--- src/rtl/led_serial_tx_pkg.sv ---
// Shared constants for the KEY-driven serial blocks: FSM state encoding and
// line levels of the start/data/stop frame (also used by the serial receiver).
package led_serial_tx_pkg;

  localparam logic [1:0] S_IDLE  = 2'd0;
  localparam logic [1:0] S_START = 2'd1;
  localparam logic [1:0] S_DATA  = 2'd2;
  localparam logic [1:0] S_STOP  = 2'd3;

  localparam logic IDLE_LEVEL  = 1'b1;
  localparam logic START_LEVEL = 1'b0;
  localparam logic STOP_LEVEL  = 1'b1;

endpackage

--- src/rtl/button_edge.sv ---
// Two-flop synchronizer for a raw KEY level plus a one-cycle pulse on the
// rising edge of the synchronized level.
module button_edge (
  input  logic clk,
  input  logic reset,
  input  logic button,
  output logic push
);

  logic r;
  logic rr;

  always_ff @(posedge clk) begin
    if (!reset) begin
      r  <= 1'b0;
      rr <= 1'b0;
    end else begin
      r  <= button;
      rr <= r;
    end
  end

  assign push = r & ~rr;

endmodule

--- src/rtl/led_serial_tx.sv ---
// Button-triggered parallel-in serial-out transmitter: captures data_in on a
// KEY press and sends start bit, DATA_W data bits and stop bit on tx_out.
module led_serial_tx
  import led_serial_tx_pkg::*;
#(
  parameter int DATA_W    = 8,
  parameter int BIT_TICKS = 50000000
) (
  input  logic              clk,
  input  logic              reset,
  input  logic              send_button,
  input  logic              lsb_first,
  input  logic [DATA_W-1:0] data_in,
  output logic              tx_out,
  output logic              busy,
  output logic              done,
  output logic [DATA_W-1:0] shift_view
);

  localparam int TW = $clog2(BIT_TICKS + 1);
  localparam int BW = $clog2(DATA_W + 1);
  localparam logic [TW-1:0] TICK_LAST = TW'(BIT_TICKS - 1);
  localparam logic [BW-1:0] BIT_LAST  = BW'(DATA_W - 1);

  logic [1:0]        state;
  logic [TW-1:0]     tick;
  logic [BW-1:0]     bit_cnt;
  logic [DATA_W-1:0] shreg;
  logic              order;
  logic              push;
  logic              tick_end;

  button_edge u_button_edge (
    .clk    (clk),
    .reset  (reset),
    .button (send_button),
    .push   (push)
  );

  assign tick_end   = (tick == TICK_LAST);
  assign shift_view = shreg;

  // tx_out is registered from the current state, so the line trails the
  // state register by one cycle; every bit still lasts BIT_TICKS cycles.
  always_ff @(posedge clk) begin
    if (!reset) begin
      state   <= S_IDLE;
      tick    <= '0;
      bit_cnt <= '0;
      shreg   <= '0;
      order   <= 1'b0;
      tx_out  <= IDLE_LEVEL;
      busy    <= 1'b0;
      done    <= 1'b0;
    end else begin
      done <= 1'b0;
      case (state)
        S_IDLE: begin
          tx_out <= IDLE_LEVEL;
          if (push) begin
            shreg   <= data_in;
            order   <= lsb_first;
            bit_cnt <= '0;
            tick    <= '0;
            busy    <= 1'b1;
            state   <= S_START;
          end
        end
        S_START: begin
          tx_out <= START_LEVEL;
          if (tick_end) begin
            tick  <= '0;
            state <= S_DATA;
          end else begin
            tick <= tick + 1'b1;
          end
        end
        S_DATA: begin
          tx_out <= order ? shreg[0] : shreg[DATA_W-1];
          if (tick_end) begin
            tick    <= '0;
            shreg   <= order ? (shreg >> 1) : (shreg << 1);
            bit_cnt <= bit_cnt + 1'b1;
            if (bit_cnt == BIT_LAST) state <= S_STOP;
          end else begin
            tick <= tick + 1'b1;
          end
        end
        S_STOP: begin
          tx_out <= STOP_LEVEL;
          if (tick_end) begin
            tick  <= '0;
            busy  <= 1'b0;
            done  <= 1'b1;
            state <= S_IDLE;
          end else begin
            tick <= tick + 1'b1;
          end
        end
        default: state <= S_IDLE;
      endcase
    end
  end

endmodule

--- config.mk ---
export PLATFORM = sky130hd
export DESIGN_NAME = led_serial_tx
export DESIGN_NICKNAME = d
export VERILOG_FILES = /design/src/rtl/led_serial_tx_pkg.sv /design/src/rtl/button_edge.sv /design/src/rtl/led_serial_tx.sv
export SDC_FILE = /design/constraint.sdc
export NUM_CORES = 1
export LEC_CHECK = 0
export CAP_MARGIN = 20
export CORE_ASPECT_RATIO = 0.9
export CORE_UTILIZATION = 54
export CTS_BUF_LIST = sky130_fd_sc_hd__clkbuf_8
export DETAILED_ROUTE_END_ITERATION = 10
export PLACE_DENSITY = 0.86
export SYNTH_ARGS = -nofsm -noshare
export SYNTH_HDL_FRONTEND = slang
export SYNTH_SLANG_ARGS = --single-unit
--- constraint.sdc ---
create_clock -name clk -period 1.8 [get_ports clk]
set_input_delay 0.54 -clock clk [delete_from_list [all_inputs] [get_ports clk]]
set_output_delay 0.54 -clock clk [all_outputs]
set_load 0.01 [all_outputs]
==> results.sh <==
export IMPL_first_pass_iters=5
export IMPL_timing_final_ws_setup_ns=-0.246
export IMPL_holdWs_ns=0.496
export IMPL_h_tree_depth=2
export IMPL_io_pins=23
export IMPL_ys_top_cells_by_area="dfxtp_1, nand2_1, a31oi_1, mux2i_1, o21ai_0"
export IMPL_worstMarginPinSlew_ns=0.596
export IMPL_fin_cells=442
export IMPL_failed_checks="negative setup slack"
export IMPL_first_global_vias=2594
export IMPL_grt_pass1_wl_um=12700
export IMPL_p_int_uw=2140
export IMPL_synthDistinctLibCells=56
export IMPL_ys_seq_elements=46
export IMPL_detailroute_via_count=3001
export IMPL_hpwlAfterDp_um=4700
export IMPL_io_buffers=22
export IMPL_grt_overflow=0
export IMPL_powerDensity_nw_per_um2=917
export IMPL_clkPwrFrac_pct=23.3
export IMPL_tns_ns=-3.42
export IMPL_synth_top_area_cell="dfxtp_1"
export IMPL_antenna_cells=0
export IMPL_vias_per_cell=6.79
export IMPL_holdCritStartpoint="shift_view[2]"
export IMPL_areaGrowthSynthToFinish_pct=48.2
export IMPL_final_nets=397
export IMPL_clock_sinks=46
export IMPL_status="finished with violations"
export IMPL_drc=0
export IMPL_start_util_pct=56.4
export IMPL_grt_setup_unrepaired="yes"
export IMPL_ir_drop_v=0.000809
export IMPL_async_flop_share_pct=0
export IMPL_combPwrFrac_pct=41.4
export IMPL_die_y_um=67.0
export IMPL_endpoint_kind="flip-flop"
export IMPL_synthCells=293
export IMPL_clk_pin_slew_ns=0.09
export IMPL_gp_congestion=0.860
export IMPL_die_w_um=74.2
export IMPL_grt_use_total_pct=34.2
export IMPL_clk_insertion_delay_late_ns=0.31
export IMPL_dpl_worst_slack_ns=-0.164
export IMPL_final_setup_viol_count=30
export IMPL_syn_area_sq_um=2530
export IMPL_pwr_share_seq_pct=35.2
export IMPL_synth_flop_cell="dfxtp_1"
export IMPL_switching_share_pct=37.7
export IMPL_die_area_sq_um=4970
export IMPL_utilization_pct=83.6
export IMPL_cts_buffers=5
export IMPL_tritoncts="yes"
export IMPL_synth_edf_count=0
export IMPL_synth_area_per_cell_sq_um=8.64
export IMPL_wire_per_inst_um=22.3
export IMPL_maxSlewHeadroom_pct=60.2
export IMPL_hold_class="flip-flop to flip-flop"
export IMPL_finClkSkew_ns=0.00549
export IMPL_power_net_switching_uw=1300
export IMPL_grt_max_degree=22
export IMPL_worstSetupStartpoint="tick[16]"
export IMPL_wl_um=9860
export IMPL_critPathMaxFanout=3
export IMPL_timing_final_max_slew_violations=0
export IMPL_cap_violations=0
export IMPL_post_route_min_period_ns=2.05
export IMPL_max_clock_path_buffers=2
export IMPL_yosys_warnings=0
export IMPL_cp_data_arrival_time_ns=2.24
export IMPL_syn_nets=311
export IMPL_synth_seq_area_share_pct=36.4
export IMPL_leakage_uw=0.00151
export IMPL_antenna_found_initial=0
export IMPL_clock_root_buffer="clkbuf_8"
export IMPL_first_iter_violations=401
export IMPL_path_class="flip-flop to flip-flop"
export IMPL_crit_path_start_kind="flip-flop"
export IMPL_num_rows=23
export IMPL_cp_required_ns=2.00
export IMPL_placedCellCount=425
export IMPL_reg2reg_from="tick[16]"
export IMPL_ant_nets=0
export IMPL_max_freq_mhz=489
export IMPL_finalCritPeriodShare_pct=114
export IMPL_synth_top_area_share_pct=36.4
export IMPL_core_sq_um=4490
export IMPL_drive_above_1_share_pct=39.2
export IMPL_hold_violations=0
## metrics by stage
stage                     area (sq um)  power, uW
final                             3750       3440
after global routing              3750       3540
after CTS                         3560       3190
after detailed placement          3250       2320
after global placement            3250       2270
after floorplan                   2560       1860
## power by group through the flow
| stage | Clock, uW | Combinational, uW | Sequential [uW] |
|---|---|---|---|
| global placement | 0 | 1080 | 1190 |
| finish | 803 | 1430 | 1210 |
| floorplan | 0 | 661 | 1200 |
| global route | 829 | 1500 | 1220 |
| CTS | 789 | 1220 | 1180 |
| detailed placement | 0 | 1120 | 1190 |
## cell families (layout without fill, tap and decap cells)
family / count (synthesis) / in the layout / share of synthesized area [%]
AOI/OAI and AO/OA: 84 / 84 / 21.7
xor gates and xnor gates: 7 / 7 / 2.42
adders and majority gates: 6 / 6 / 2.96
buffers and inverters: 23 / 109 / 5.09
DFF: 46 / 46 / 36.4
muxes: 10 / 10 / 3.95
and+or+nand+nor: 117 / 118 / 27.5
## final cells by class
| class | count | area (sq um) |
|---|---|---|
| clock inverters | 3 | 40.0 |
| inverters | 8 | 30.0 |
| repair buffers | 93 | 832 |
| well taps | 62 | 77.6 |
| flip-flops and latches | 46 | 936 |
| multi-input cells | 225 | 1770 |
| fillers | 221 | 737 |
| clock buffers | 5 | 68.8 |
## per-layer routing
| layer | track usage, % | wire [um] | vias up |
|---|---|---|---|
| met5 | 0 | 0 | - |
| met4 | 19.2 | 534 | 0 |
| met3 | 6.51 | 758 | 49 |
| met2 | 55.5 | 4560 | 212 |
| met1 | 42.0 | 4000 | 1472 |
| li1 | - | - | 1268 |
## synth_stat cells, drive strengths merged, types with 2 or more instances
library cell and number:
dfxtp 46, nor3 6, o211ai 2, nand3b 3, or4 3, xor2 6
buf 8, nor2 11, ha 6, o21ai 21, nand2 28, and2 3
nand3 19, or3 2, a21o 3, mux2i 10, a22oi 2, nand2b 6
a2bb2oi 6, a21boi 9, a31oi 16, a41oi 2, nor4 6, a21oi 15
nand4 11, inv 8, clkbuf 7, and3 8, and4 2, nor2b 4
## flip-flops by register name, indices dropped and copies added, names as in the netlist
register / cells
bit_cnt: 4
busy: 1
done: 1
order: 1
shift_view: 8
state: 2
tick: 26
tx_out: 1
u_button_edge.r: 1
u_button_edge.rr: 1
## cell usage in the layout, fill, tap and decap left out, drive strengths merged, types with 8 or more instances in the layout
cell / n
buf: 71
dfxtp: 46
nand2: 28
a21boi: 9
inv: 8
a31oi: 16
nor2: 11
mux2i: 10
a21oi: 15
nand4: 12
clkdlybuf4s50: 16
nand3: 19
and3: 8
o21ai: 21
## worst max-delay path: stages, from the launching register on
cell and delay [ns]:
dfxtp_2 0.35, or4b_4 0.59, buf_6 0.15, nor4_1 0.33
buf_4 0.20, a21oi_1 0.07, mux2i_1 0.13, o211ai_1 0.11
## worst paths after layout
check | to | slack, ns | cells past startpoint
hold reg to reg | shift_view[2] | 0.50 | 2
hold / removal | shift_view[2] | 0.50 | 2
setup reg to reg | state[1] | -0.25 | 7
setup / recovery | state[1] | -0.25 | 7
## timing repair
item	in CTS	in global routing
gates resized for setup	40	40
setup buffers	5	3
endpoints found under the setup margin	40	44
cloned	1	0
hold buffers	0	0
pin swaps	17	21
(Power assumes the default switching activity.)
